--- src/rtl/color_detect_pkg.sv ---
// Shared types and defaults for the color-detection frame scanner.
// Holds the scan FSM state type and frame geometry defaults.
package color_detect_pkg;

  typedef enum logic [2:0] {
    ST_IDLE,
    ST_CLEAR,
    ST_SCAN,
    ST_DRAIN,
    ST_LATCH
  } scan_state_t;

  localparam int NPIX_DEF   = 76800;
  localparam int ADDR_W_DEF = 18;
  localparam int PIX_W      = 16;

endpackage

--- src/rtl/rd_tag_pipe.sv ---
// RD_LAT-deep {valid, addr} tag pipe matching frame-buffer read latency.
// Ports: i_clk, i_rst, i_valid/i_addr in, o_valid/o_addr at stage RD_LAT.
module rd_tag_pipe #(
  parameter int ADDR_W = 18,
  parameter int RD_LAT = 2
) (
  input  logic              i_clk,
  input  logic              i_rst,
  input  logic              i_valid,
  input  logic [ADDR_W-1:0] i_addr,
  output logic              o_valid,
  output logic [ADDR_W-1:0] o_addr
);

  logic [RD_LAT-1:0] vld;
  logic [ADDR_W-1:0] adr [RD_LAT];

  always_ff @(posedge i_clk or posedge i_rst) begin
    if (i_rst) begin
      vld <= '0;
      for (int i = 0; i < RD_LAT; i++)
        adr[i] <= '0;
    end else begin
      vld[0] <= i_valid;
      adr[0] <= i_addr;
      for (int i = 1; i < RD_LAT; i++) begin
        vld[i] <= vld[i-1];
        adr[i] <= adr[i-1];
      end
    end
  end

  assign o_valid = vld[RD_LAT-1];
  assign o_addr  = adr[RD_LAT-1];

endmodule

--- src/rtl/color_scan_ctrl.sv ---
// Frame-scan sequencer: clear bins, read frame, stream pixels, drain, latch.
// Ports: frame_done/enable in, granted read port, pixel stream, status counters.
module color_scan_ctrl
  import color_detect_pkg::*;
#(
  parameter int ADDR_W = ADDR_W_DEF,
  parameter int NPIX   = NPIX_DEF,
  parameter int RD_LAT = 2,
  parameter int DRAIN  = 16
) (
  input  logic              i_clk,
  input  logic              i_rst,
  input  logic              i_enable,
  input  logic              i_frame_done,
  output logic              o_rd_req,
  input  logic              i_rd_gnt,
  output logic [ADDR_W-1:0] o_rd_addr,
  input  logic [PIX_W-1:0]  i_rd_data,
  output logic [PIX_W-1:0]  o_pix_data,
  output logic [ADDR_W-1:0] o_pix_addr,
  output logic              o_pix_valid,
  output logic              o_bin_clear,
  output logic              o_result_latch,
  output logic              o_busy,
  output logic [7:0]        o_frame_cnt,
  output logic [7:0]        o_drop_cnt
);

  // Extra count bit lets NPIX == 2^ADDR_W terminate.
  localparam int CW = ADDR_W + 1;
  localparam logic [CW-1:0] NPIX_C = CW'(NPIX);
  localparam logic [CW-1:0] LAST   = CW'(NPIX - 1);
  localparam int DLEN = RD_LAT + 1 + DRAIN;
  localparam int DW   = $clog2(DLEN + 1);
  localparam logic [DW-1:0] DEND = DW'(DLEN - 1);

  scan_state_t state, state_nxt;

  logic [CW-1:0]     issue_cnt;
  logic [DW-1:0]     drain_cnt;
  logic              pend;
  logic [7:0]        frame_cnt;
  logic [7:0]        drop_cnt;
  logic              accept;
  logic              start;
  logic              consume;
  logic              tag_v;
  logic [ADDR_W-1:0] tag_a;

  assign o_rd_req  = (state == ST_SCAN) && (issue_cnt < NPIX_C);
  assign accept    = o_rd_req & i_rd_gnt;
  assign start     = (i_frame_done | pend) & i_enable;
  assign o_rd_addr = issue_cnt[ADDR_W-1:0];

  // A pending request is consumed whenever a new frame is launched.
  assign consume = (state_nxt == ST_CLEAR) &&
                   ((state == ST_IDLE) || (state == ST_LATCH));

  always_comb begin
    state_nxt = state;
    unique case (state)
      ST_IDLE:  if (start) state_nxt = ST_CLEAR;
      ST_CLEAR: state_nxt = ST_SCAN;
      ST_SCAN:  if (accept && issue_cnt == LAST)
                  state_nxt = ST_DRAIN;
      ST_DRAIN: if (drain_cnt == DEND)
                  state_nxt = ST_LATCH;
      ST_LATCH: state_nxt = start ? ST_CLEAR : ST_IDLE;
      default:  state_nxt = ST_IDLE;
    endcase
  end

  always_ff @(posedge i_clk or posedge i_rst) begin
    if (i_rst) state <= ST_IDLE;
    else       state <= state_nxt;
  end

  always_ff @(posedge i_clk or posedge i_rst) begin
    if (i_rst) begin
      issue_cnt <= '0;
      drain_cnt <= '0;
    end else begin
      if (state == ST_CLEAR)
        issue_cnt <= '0;
      else if (accept)
        issue_cnt <= issue_cnt + 1'b1;
      if (state != ST_DRAIN)
        drain_cnt <= '0;
      else
        drain_cnt <= drain_cnt + 1'b1;
    end
  end

  always_ff @(posedge i_clk or posedge i_rst) begin
    if (i_rst) begin
      pend      <= 1'b0;
      drop_cnt  <= '0;
      frame_cnt <= '0;
    end else begin
      if (consume)
        pend <= 1'b0;
      else if (state != ST_IDLE && i_frame_done)
        pend <= 1'b1;
      if (state != ST_IDLE && i_frame_done &&
          pend && drop_cnt != 8'hFF)
        drop_cnt <= drop_cnt + 8'd1;
      if (state == ST_LATCH)
        frame_cnt <= frame_cnt + 8'd1;
    end
  end

  rd_tag_pipe #(
    .ADDR_W (ADDR_W),
    .RD_LAT (RD_LAT)
  ) u_tag (
    .i_clk   (i_clk),
    .i_rst   (i_rst),
    .i_valid (accept),
    .i_addr  (o_rd_addr),
    .o_valid (tag_v),
    .o_addr  (tag_a)
  );

  always_ff @(posedge i_clk or posedge i_rst) begin
    if (i_rst) begin
      o_pix_valid <= 1'b0;
      o_pix_data  <= '0;
      o_pix_addr  <= '0;
    end else begin
      o_pix_valid <= tag_v;
      if (tag_v) begin
        o_pix_data <= i_rd_data;
        o_pix_addr <= tag_a;
      end
    end
  end

  assign o_bin_clear    = (state == ST_CLEAR);
  assign o_result_latch = (state == ST_LATCH);
  assign o_busy         = (state != ST_IDLE);
  assign o_frame_cnt    = frame_cnt;
  assign o_drop_cnt     = drop_cnt;

endmodule

--- config.mk ---
export PLATFORM = sky130hd
export DESIGN_NAME = color_scan_ctrl
export DESIGN_NICKNAME = d
export VERILOG_FILES = /design/src/rtl/color_detect_pkg.sv /design/src/rtl/rd_tag_pipe.sv /design/src/rtl/color_scan_ctrl.sv
export SDC_FILE = /design/constraint.sdc
export NUM_CORES = 1
export LEC_CHECK = 0
export BUFFER_PORTS_ARGS = -buffer_cell sky130_fd_sc_hd__buf_2
export CORE_MARGIN = 8
export CORE_UTILIZATION = 58
export DETAILED_ROUTE_END_ITERATION = 16
export HOLD_SLACK_MARGIN = 0.1
export PLACE_DENSITY_LB_ADDON = 0.1
export SETUP_SLACK_MARGIN = 0.4
export SLEW_MARGIN = 20
export SYNTH_ARGS = -nofsm -noshare
export SYNTH_HDL_FRONTEND = slang
export SYNTH_SLANG_ARGS = --single-unit
--- constraint.sdc ---
create_clock -name i_clk -period 5.59 [get_ports i_clk]
set_input_delay 0.2795 -clock i_clk [delete_from_list [all_inputs] [get_ports i_clk]]
set_output_delay 0.2795 -clock i_clk [all_outputs]
set_load 0.02 [all_outputs]
==> results of run 1 <==
## cells by family after synthesis
kind of cell	count (synthesis)	synth area share
compound gates	27	0.0384
xor+xnor	17	0.0324
fa+ha+maj	5	0.0136
buf+inv	33	0.0460
flops	117	0.638
mux	43	0.104
simple gates	99	0.128
## power by group
part / leakage, nW / switching, W / internal (W) / total, W
logic: 1.07 / 0.000189 / 0.000128 / 0.000317
clock network: 0.281 / 0.000375 / 0.000703 / 0.00108
registers: 1.53 / 0.0000873 / 0.000955 / 0.00104
## synthesized netlist by cell type
| cell type | instances | share of area |
|---|---|---|
| a41oi_1 | 1 | 0.0019 |
| a21oi_1 | 9 | 0.0098 |
| and4_1 | 9 | 0.017 |
| clkinv_1 | 1 | 0.00082 |
| nor3b_2 | 2 | 0.0054 |
| o221ai_1 | 1 | 0.0019 |
| mux2_2 | 36 | 0.088 |
| buf_4 | 18 | 0.029 |
| inv_1 | 2 | 0.0016 |
| nand2b_1 | 4 | 0.0054 |
| and3b_4 | 1 | 0.0027 |
| or3_1 | 2 | 0.0027 |
| o21a_1 | 2 | 0.0033 |
| o31a_1 | 1 | 0.0019 |
| nor4b_1 | 2 | 0.0038 |
| mux2i_1 | 7 | 0.015 |
| nor4bb_1 | 1 | 0.0022 |
| nand3_1 | 12 | 0.013 |
| or4_1 | 6 | 0.0098 |
| o21bai_1 | 1 | 0.0016 |
| xor2_1 | 8 | 0.015 |
| a211o_1 | 1 | 0.0019 |
| nand3b_1 | 4 | 0.0065 |
| o21ai_0 | 4 | 0.0044 |
| nor2b_1 | 1 | 0.0014 |
| nand4_1 | 8 | 0.011 |
| o31ai_1 | 6 | 0.0098 |
| clkbuf_1 | 5 | 0.0041 |
| and2_1 | 5 | 0.0068 |
| clkbuf_2 | 1 | 0.0011 |
| nand2_1 | 18 | 0.015 |
| and3_1 | 6 | 0.0082 |
| buf_1 | 1 | 0.00082 |
| nor3_1 | 4 | 0.0044 |
| buf_2 | 3 | 0.0033 |
| nor4_1 | 3 | 0.0041 |
| o311ai_0 | 1 | 0.0019 |
| dfrtp_1 | 117 | 0.64 |
| xnor2_1 | 9 | 0.017 |
| ha_1 | 5 | 0.014 |
| nor2_1 | 11 | 0.0090 |
| buf_6 | 2 | 0.0049 |
## tightest hold or removal path: stages
cell and delay, ns:
buf_2 0.11, and4_1 0.18, nand3_1 0.10, a21oi_1 0.07
## metrics by stage
| stage | hold slack, ns | utilization |
|---|---|---|
| after floorplan | 0.331 | - |
| after global placement | 0.331 | 0.651 |
| after detailed placement | 0.336 | 0.651 |
| after CTS | 0.259 | 0.753 |
| after global routing | 0.284 | 0.753 |
| final | 0.280 | 0.753 |
## cell type report
class	count	area, µm²
multi-input cells	191	1450
fillers	511	1900
clock buffers	21	449
flip-flops and latches	117	2930
inverters	3	13.8
well taps	102	128
clock inverters	11	148
repair buffers	114	671
## metal layers
metal,up-vias,share of wire,track usage
li1,1415,-,-
met1,1452,0.43,0.213
met2,78,0.51,0.305
met3,20,0.048,0.0694
met4,0,0.016,0.0612
met5,-,0,0
## worst max path at each step
stage                          to  slack [ns]  depth (start not counted)
detailed placement   issue_cnt[9]        3.21                          4
finish              issue_cnt[12]        3.08                          4
floorplan            drain_cnt[0]        2.21                          1
global placement    issue_cnt[12]        3.31                          4
global route         issue_cnt[8]        2.86                          4
CTS                   o_bin_clear        3.11                          4
## state kept, by name, summed over array words and instances, names as in the netlist, 5 cells and up
signal	cells
issue_cnt	19
o_pix_addr	18
u_tag.adr	18
u_tag.o_addr	18
o_pix_data	16
o_drop_cnt	8
o_frame_cnt	8
drain_cnt	5
==> summary.md, run 1 <==
| Metric | Value |
|---|---|
| Setup Crit Path Kind | reg -> reg |
| Routed WL | 9.64 mm |
| Final setup viols | 0 |
| Critical path launch point type | flip-flop |
| LEAKAGE | 2.89 nW |
| Worst EP required | 6.01 ns |
| Worst Hold Path EP | issue_cnt[1] |
| Pin count of the biggest net entering global routing | 72 |
| CTS tree | built |
| Setup crit start | state[1] |
| Register bit count reported by yosys | 117 |
| Worst Tran Pin Value | 0.859 ns |
| Setup Fix Bufs, Post-CTS | 0 |
| Pwr dens | 421 mW/mm² |
| Antenna-violating nets left | 0 |
| Hold path cells | 4 |
| Commonest non-fill, non-tap cells in the layout | dfrtp_1 (117), buf_2 (93), mux2_2 (36) |
| Post-Syn Instances | 341 |
| Highest-delay cell along the critical path | or4_1 |
| R2R setup slack | 3.08 ns |
| DRT Pass-1 Iters | 5 |
| Netlist cell types | 42 |
| Post-CTS Hold Buffers | 19 |
| Crit path DAT | 2.93 ns |
| Clk sinks | 117 |
| Post-CTS sizing | 0 |
| Worst Hold Launch | i_rd_gnt |
| CP bufs+invs | 0 |
| Syn Area/Cell | 13.5 µm² |
| Clock buffer depth | 2 |
| Critical-path cell list | nor3b_2 > nand4_1 > or4_1 > a21oi_1 |
| Delay-heaviest family, CP | simple AND/OR/NAND/NOR gates |
| Layout area overhead | 26.1% |
| Inst Count DP | 508 |
| Final worst slack | 3.08 ns |
| H-tree depth | 4 |
| # rows | 32 |
| DR DRC count | 0 |
| Place WS | 3.21 ns |
| Setup TNS | 0 ns |
| Total number of vias | 2,965 |
| R2R cell count | 4 |
| Vias in the first global route | 3,111 |
| CORE AREA | 0.00769 mm² |
| Final worst-path cycle share | 0.449 |
| Worst slew margin | 0.426 |
| Syn nets | 367 |
| Initial antenna violation count | 0 |
| Layout cell share with drive strength beyond 1 | 0.361 |
| Final non-filler cell area | 0.00579 mm² |
| Die H | 105 µm |
| Hold crit path type | in -> reg |
| Final Instance Count excl. Fillers | 559 |
| Final nets | 470 |
| Max-cap viol count | 0 |
| Most common cell after layout, fill and taps aside | dfrtp_1 |
| Top-Level Pins | 94 |
| Reg2reg end | issue_cnt[12] |
| Crit-path max FO | 23 |
| Num CTS Buffers | 17 |
| Reg-to-Reg Start | state[1] |
| RSZ-0062 raised after global routing | no |
| Warnings, synthesis | 0 |
| Slew Limit Fails | 0 |
| Peak VDD IR | 267 µV |
| F_max | 398 MHz |
| Outcome | finished, final reports clean |
| DPL Wire Length | 5.77 mm |
| Skew final | 0.00781 ns |
| Port bufs | 93 |
| Cell Area, Synth | 0.00459 mm² |
| DR iter-0 viols | 156 |
| GRT overflow | 0 |
| Clock transition at path regs | 0.06 ns |
| Die ar. | 0.0110 mm² |
| CTS Root Buffer Type | clkbuf_8 |
| Die Width | 105 µm |
| Via density | 5.30 |
| CP endpoint kind | flip-flop |
| Clock Latency Late Sink | 0.51 ns |
| Initial Utilization | 0.597 |
| Final Hold Fails | 0 |
| Total GRT Usage | 0.183 |
| Crit-path max cell delay | 0.76 ns |
| Drt wl/cell | 17.3 µm |
| Placement Cell Area | 0.00500 mm² |
| Post-synthesis sequential area ratio | 0.638 |
| Tmin final | 2.51 ns |
| Inserted Diodes | 0 |
| Placer Congestion | 0.818 |
| Global-route wire length before repair | 16.0 mm |
| Power consumption | 0.00244 W |
No activity file was read; power rests on OpenSTA's default activity.
==> run 2, diff against run 1 <==
--- a/config.mk
+++ b/config.mk
@@ -7,7 +7,7 @@
 export LEC_CHECK = 0
 export BUFFER_PORTS_ARGS = -buffer_cell sky130_fd_sc_hd__buf_2
 export CORE_MARGIN = 8
-export CORE_UTILIZATION = 58
+export CORE_UTILIZATION = 49
 export DETAILED_ROUTE_END_ITERATION = 16
 export HOLD_SLACK_MARGIN = 0.1
 export PLACE_DENSITY_LB_ADDON = 0.1
==> constraint.sdc (replaced) <==
create_clock -name i_clk -period 2.2 [get_ports i_clk]
set_input_delay 0.11 -clock i_clk [delete_from_list [all_inputs] [get_ports i_clk]]
set_output_delay 0.11 -clock i_clk [all_outputs]
set_load 0.02 [all_outputs]
==> run 2 against run 1 <==
Die area rose by 15%. Utilization fell by 10 points. Combinational power rose to 2.7 times the previous value. Non-clock buffer count rose by 15. Final area rose by 2.8%. First-iteration DRC count rose by 11%. Clock-buffer cell count fell by 1. Via count rose by 1.3%. Largest cell class unchanged. Largest power group is now registers.
==> summary.md, run 2 (synthesized netlist as in run 1, its figures left out) <==
| Metric | Value |
|---|---|
| Outcome | finished, final reports clean |
| Via density | 5.15 (-2.8%) |
| CORE AREA | 0.00915 mm² (+19%) |
| Die Width | 113 µm (+7.5%) |
| Antenna-violating nets left | 0 (unchanged) |
| Total number of vias | 3,005 (+1.3%) |
| Crit-path max cell delay | 0.40 ns (-0.36 ns) |
| Clock transition at path regs | 0.05 ns (about the same) |
| Critical path launch point type | flip-flop |
| Clk pwr share | 0.427 (-0.015) |
| GRT overflow | 0 (unchanged) |
| DPL Wire Length | 6.13 mm (+6.4%) |
| Commonest non-fill, non-tap cells in the layout | dfrtp_1 (110), buf_2 (92), mux2_2 (36) |
| Reg with most FFs | issue_cnt |
| F_max | 529 MHz |
| Crit path DAT | 1.78 ns (-1.15 ns) |
| Die H | 113 µm (+7.5%) |
| Number of flip-flops under the largest register name | 19 (unchanged) |
| Layout cell share with drive strength beyond 1 | 0.396 (+0.0351) |
| Worst Tran Pin Value | 0.707 ns (-0.151 ns) |
| CTS tree | built |
| CP bufs+invs | 1 (+1) |
| Crit-path max FO | 3 (-87%) |
| Peak VDD IR | 495 µV (+85%) |
| Fin Hold WS | 0.276 ns (-0.00384 ns) |
| Net Sw Power | 0.00164 W (+150%) |
| DRT Pass-1 Iters | 4 (-1) |
| Initial Utilization | 0.502 (-0.0956) |
| Routed WL | 9.57 mm (-0.79%) |
| Critical-path cell list | a211o_1 > o21a_1 > o21ai_1 > and3_1 > buf_6 |
| Worst slew margin | 0.527 (+0.101) |
| Most common cell after layout, fill and taps aside | dfrtp_1 |
| DR iter-0 viols | 173 (+11%) |
| Slew Limit Fails | 0 (unchanged) |
| Clk sinks | 117 (unchanged) |
| Pwr dens | 1020 mW/mm² (+140%) |
| CTS Root Buffer Type | clkbuf_8 |
| Layout area overhead | 29.6% |
| Tmin final | 1.89 ns |
| Vias in the first global route | 3,158 (+1.5%) |
| Total GRT Usage | 0.158 (-0.0247) |
| Setup TNS | 0 ns (unchanged) |
| RSZ-0062 raised after global routing | yes |
| Final setup viols | 0 (unchanged) |
| Port bufs | 93 (unchanged) |
| H-tree depth | 4 (unchanged) |
| Final nets | 485 (+3.2%) |
| Internal power | 0.00441 W (+150%) |
| Inserted Diodes | 0 (unchanged) |
| Pin count of the biggest net entering global routing | 42 (-42%) |
| Highest-delay cell along the critical path | dfrtp_2 |
| Drt wl/cell | 16.4 µm (-4.9%) |
| Num CTS Buffers | 17 (unchanged) |
| LEAKAGE | 2.94 nW (+1.9%) |
| DR DRC count | 0 (unchanged) |
| Top-Level Pins | 94 (unchanged) |
| Seq pwr share | 0.433 (+0.005) |
| Clock Latency Late Sink | 0.50 ns (about the same) |
| Initial antenna violation count | 0 (unchanged) |
| Worst EP required | 2.09 ns (-3.92 ns) |
| Delay-heaviest family, CP | compound AO/OA/AOI/OAI gates |
| Clock buffer depth | 2 (unchanged) |
| # rows | 35 (+9.4%) |
| CP endpoint kind | output pin |
| Setup Crit Path Kind | reg -> out |
| Global-route wire length before repair | 15.9 mm (-0.39%) |
| Die ar. | 0.0127 mm² (+15%) |
| Final worst-path cycle share | 0.859 |
| Hold crit path type | in -> async |
| Max-cap viol count | 0 (unchanged) |
| Skew final | 0.00727 ns (-0.000539 ns) |
| Placer Congestion | 0.781 (-4.5%) |
| Final Hold Fails | 0 (unchanged) |
| Fillers | 693 (+36%) |
| Final core utilization | 0.650 (-0.103) |
| Power share of the combinational group | 0.140 (+0.010) |
| Switching power share of the total | 0.271 (+0.00390) |
run 2: worst reg2reg max path, stage by stage, from the launching register on:
cell and delay, ns:
dfrtp_2 0.40, a211o_1 0.33, and3b_4 0.29, or4_1 0.56, a21oi_1 0.17
run 2: layout make-up:
cell class | instances | area (µm²) | area share
inverters | 3 | 18.8 | 0.00315
flip-flops and latches | 117 | 2940 | 0.494
clock buffers | 20 | 435 | 0.0732
well taps | 111 | 139 | 0.0233
multi-input cells | 191 | 1470 | 0.246
clock inverters | 12 | 130 | 0.0219
repair buffers | 129 | 823 | 0.138
run 2: final timing paths:
path / startpoint / end / slack (ns) / cells past startpoint
setup / recovery: issue_cnt[10] / o_rd_req / 0.31 / 5
hold / removal: i_rst / o_frame_cnt[4] / 0.28 / 3
setup reg to reg: issue_cnt[10] / issue_cnt[12] / 0.37 / 4
hold reg to reg: u_tag.adr[31] / u_tag.o_addr[13] / 0.34 / 0
max in group asynchronous: i_rst / issue_cnt[12] / 1.23 / 4
min in group i_clk: u_tag.adr[31] / u_tag.o_addr[13] / 0.34 / 0
run 2: layer usage:
metal | track usage | part of all wire | wire length [µm]
met5 | 0 | 0 | 0
met4 | 0.0692 | 0.012 | 117
met2 | 0.245 | 0.46 | 4440
met3 | 0.0517 | 0.061 | 582
met1 | 0.199 | 0.46 | 4430
run 2: power groups by stage:
stage / clock [W] / combinational [W] / sequential [W]
after CTS: 0.00265 / 0.000866 / 0.00262
after detailed placement: 0 / 0.000808 / 0.00267
after global routing: 0.00275 / 0.000933 / 0.00267
after floorplan: 0 / 0.000412 / 0.00280
after global placement: 0 / 0.000798 / 0.00265
final: 0.00258 / 0.000850 / 0.00262
run 2: timing repair:
action / CTS / global route
pin swaps: 2 / 2
hold buffers: 21 / 0
hold endpoints to repair: 47 / 0
buffers inserted: 7 / 1
setup endpoints to repair: 9 / 19
gates resized for setup: 14 / 1
run 2: through the flow:
step | instance area, µm² | worst slack (ns) | cells | power, W
finish | 5950 | 0.310 | 583 | 0.00606
global route | 5950 | 0.207 | 583 | 0.00635
CTS | 5940 | 0.293 | 582 | 0.00614
detailed placement | 5080 | 0.358 | 522 | 0.00348
global placement | 5080 | 0.425 | 522 | 0.00345
floorplan | 4600 | 0.417 | 341 | 0.00321
==> run 3, diff against run 2 <==
--- a/config.mk
+++ b/config.mk
@@ -5,6 +5,7 @@
 export SDC_FILE = /design/constraint.sdc
 export NUM_CORES = 1
 export LEC_CHECK = 0
+export ABC_AREA = 1
 export BUFFER_PORTS_ARGS = -buffer_cell sky130_fd_sc_hd__buf_2
 export CORE_MARGIN = 8
 export CORE_UTILIZATION = 49
==> run 3 against run 2 <==
Synthesized area up 4.8%. Via count increased by 9.6%. Clock-buffer cell count increased by 2. Synthesized cell count increased by 29%. Sequential share of layout area shrank 1.7 points. Worst hold slack better by 0.056 ns. Final cell count increased by 19%. Largest cell class unchanged.
==> summary.md, run 3 <==
| Metric | Value |
|---|---|
| Fillers | 765 (+10%) |
| Initial antenna violation count | 0 (unchanged) |
| Final non-filler cell area | 0.00615 mm² (+3.4%) |
| Layout area overhead | 27.8% |
| Crit-path max FO | 4 (+1) |
| Die ar. | 0.0132 mm² (+4.1%) |
| CTS tree | built |
| Setup TNS | 0 ns (unchanged) |
| Delay-heaviest family, CP | simple AND/OR/NAND/NOR gates |
| Vias in the first global route | 3,412 (+8.0%) |
| LEAKAGE | 3.21 nW (+9.2%) |
| Global-route wire length before repair | 16.0 mm (+0.74%) |
| Register bit count reported by yosys | 117 (unchanged) |
| Inst Count DP | 642 (+23%) |
| Cell Area, Synth | 0.00481 mm² (+4.8%) |
| Number of flip-flops under the largest register name | 19 (unchanged) |
| Slew Limit Fails | 0 (unchanged) |
| Setup crit start | issue_cnt[17] |
| DR DRC count | 0 (unchanged) |
| Final setup viols | 0 (unchanged) |
| Peak VDD IR | 655 µV (+32%) |
| Drt wl/cell | 13.9 µm (-16%) |
| Netlist cell types | 29 (-31%) |
| RSZ-0062 raised after global routing | yes |
| Clock transition at path regs | 0.05 ns (about the same) |
| DRT Pass-1 Iters | 5 (+1) |
| Worst Tran Pin Value | 0.605 ns (-0.102 ns) |
| Clock Latency Late Sink | 0.50 ns (about the same) |
| Warnings, synthesis | 0 (unchanged) |
| Setup Crit Path Kind | reg -> out |
| CP bufs+invs | 3 (+2) |
| Die H | 115 µm (+2.0%) |
| Critical path launch point type | flip-flop |
| Critical-path cell list | nor2_2 > inv_1 > nor2_2 > nand2_2 > nand2_4 > inv_2 > buf_6 |
| Num CTS Buffers | 17 (unchanged) |
| Routed WL | 9.62 mm (+0.56%) |
| Pin count of the biggest net entering global routing | 118 (+180%) |
| Placer Congestion | 0.852 (+9.1%) |
| CORE AREA | 0.00964 mm² (+5.3%) |
| Worst slew margin | 0.596 (+0.0690) |
| Final Hold Fails | 0 (unchanged) |
| Final worst-path cycle share | 0.773 (-0.0856) |
| Max-cap viol count | 0 (unchanged) |
| Clk sinks | 117 (unchanged) |
| Post-Syn Instances | 440 (+29%) |
| DPL Wire Length | 6.37 mm (+3.9%) |
| Most used flip-flop cell after synthesis | dfrtp_1 |
| Share of the synthesized area in the top cell type | 0.608 (-0.0292) |
| Total GRT Usage | 0.153 (-0.00550) |
| Tmin final | 1.70 ns (-0.188 ns) |
| Fin Hold WS | 0.332 ns (+0.0563 ns) |
| EDFF count, synth | 0 (unchanged) |
| Crit path DAT | 1.59 ns (-0.19 ns) |
| Syn Area/Cell | 10.9 µm² (-19%) |
| Crit-path max cell delay | 0.41 ns (about the same) |
| Most common cell in the netlist | dfrtp_1 |
| Total number of vias | 3,293 (+9.6%) |
| Pwr dens | 1010 mW/mm² (-0.93%) |
| Inserted Diodes | 0 (unchanged) |
| H-tree depth | 4 (unchanged) |
| Layout cell share with drive strength beyond 1 | 0.324 (-0.0718) |
| Die Width | 115 µm (+2.0%) |
| Async SR Flop Fraction | 1.00 (unchanged) |
| Reg-to-Reg Start | issue_cnt[1] |
| Antenna-violating nets left | 0 (unchanged) |
| # rows | 36 (+2.9%) |
| Final Instance Count excl. Fillers | 694 (+19%) |
| Top-Level Pins | 94 (unchanged) |
| Highest-delay cell along the critical path | dfrtp_1 |
| Outcome | finished, final reports clean |
| Worst path most repeated cell | nor2_2 |
| Most common cell after layout, fill and taps aside | dfrtp_1 |
| Initial Utilization | 0.499 (-0.00249) |
| Syn nets | 466 (+27%) |
| F_max | 588 MHz (+11%) |
| Largest area contributor in the netlist | dfrtp_1 |
| Reg with most FFs | issue_cnt |
| Worst EP required | 2.09 ns (about the same) |
| Commonest non-fill, non-tap cells in the layout | dfrtp_1 (115), nand2_1 (105), buf_2 (92) |
| Skew final | 0.00655 ns (-0.000723 ns) |
| Top post-synthesis cells by area | dfrtp_1 (61%), nand2_1 (8.3%), mux2_2 (8.0%) |
| CTS Root Buffer Type | clkbuf_8 |
| DR iter-0 viols | 195 (+13%) |
| CP endpoint kind | output pin |
| Clock buffer depth | 2 (unchanged) |
| Synth top cells by count | dfrtp_1 (117), nand2_1 (107), nor2_1 (35) |
| Port bufs | 93 (unchanged) |
| Final nets | 576 (+19%) |
| GRT overflow | 0 (unchanged) |
| Placement Cell Area | 0.00529 mm² (+4.1%) |
| Hold crit path type | in -> async |
| Post-synthesis sequential area ratio | 0.608 (-0.0292) |
| Via density | 4.74 (-7.9%) |
## run 3: logic make-up after synthesis
logic type / synth area share
simple gates: 0.178
buf+inv: 0.0632
xor+xnor: 0.0400
flops: 0.608
compound gates: 0.0182
fa+ha+maj: 0.0130
mux: 0.0796
## run 3: layout make-up
type / count / area (µm²) / area share
clock buffers: 22 / 473 / 0.0769
repair buffers: 117 / 717 / 0.117
multi-input cells: 267 / 1600 / 0.260
well taps: 133 / 166 / 0.0270
inverters: 30 / 119 / 0.0193
clock inverters: 8 / 146 / 0.0238
flip-flops and latches: 117 / 2930 / 0.476
## run 3: routing by layer
layer | track usage | vias up | part of all wire
li1 | - | 1624 | -
met1 | 0.181 | 1587 | 0.44
met2 | 0.254 | 70 | 0.50
met3 | 0.0515 | 12 | 0.050
met4 | 0.0543 | 0 | 0.014
met5 | 0 | - | 0
## run 3: tightest hold or removal path, delay by kind of cell
family	cells	cell delay [ns]
buffers and inverters	4	1.17
## run 3: final timing paths
kind	endpoint	slack, ns	cells past startpoint
max in group asynchronous	issue_cnt[16]	1.38	4
worst min register to register	u_tag.o_addr[12]	0.34	0
worst min-delay path	o_pix_data[8]	0.33	4
min in group i_clk	u_tag.o_addr[12]	0.34	0
worst max register to register	issue_cnt[8]	0.61	8
worst max-delay path	o_rd_req	0.50	7
## run 3: report_power, final
part / switching [W] / internal (W) / total, W / leakage (nW)
Sequential: 0.000180 / 0.00239 / 0.00257 / 1.54
Clock: 0.000893 / 0.00195 / 0.00284 / 0.303
Combinational: 0.000481 / 0.000314 / 0.000795 / 1.36
Total: 0.00155 / 0.00465 / 0.00620 / 3.21
## run 3: per-stage QoR
step / setup slack (ns) / util / total power (W)
2_1_floorplan: 0.663 / - / 0.00315
3_3_place_gp: 0.641 / 0.548 / 0.00336
3_5_place_dp: 0.552 / 0.548 / 0.00339
4_1_cts: 0.426 / 0.635 / 0.00628
5_1_grt: 0.384 / 0.638 / 0.00649
6_report: 0.498 / 0.638 / 0.00620
## run 3: what timing repair did
item                                    4_1_cts  5_1_grt
pin swaps                                     0        4
endpoints found under the setup margin        1        9
endpoints found under the hold margin       153        0
resized for setup                             1       11
setup buffers                                 0        1
hold buffers                                 21        0
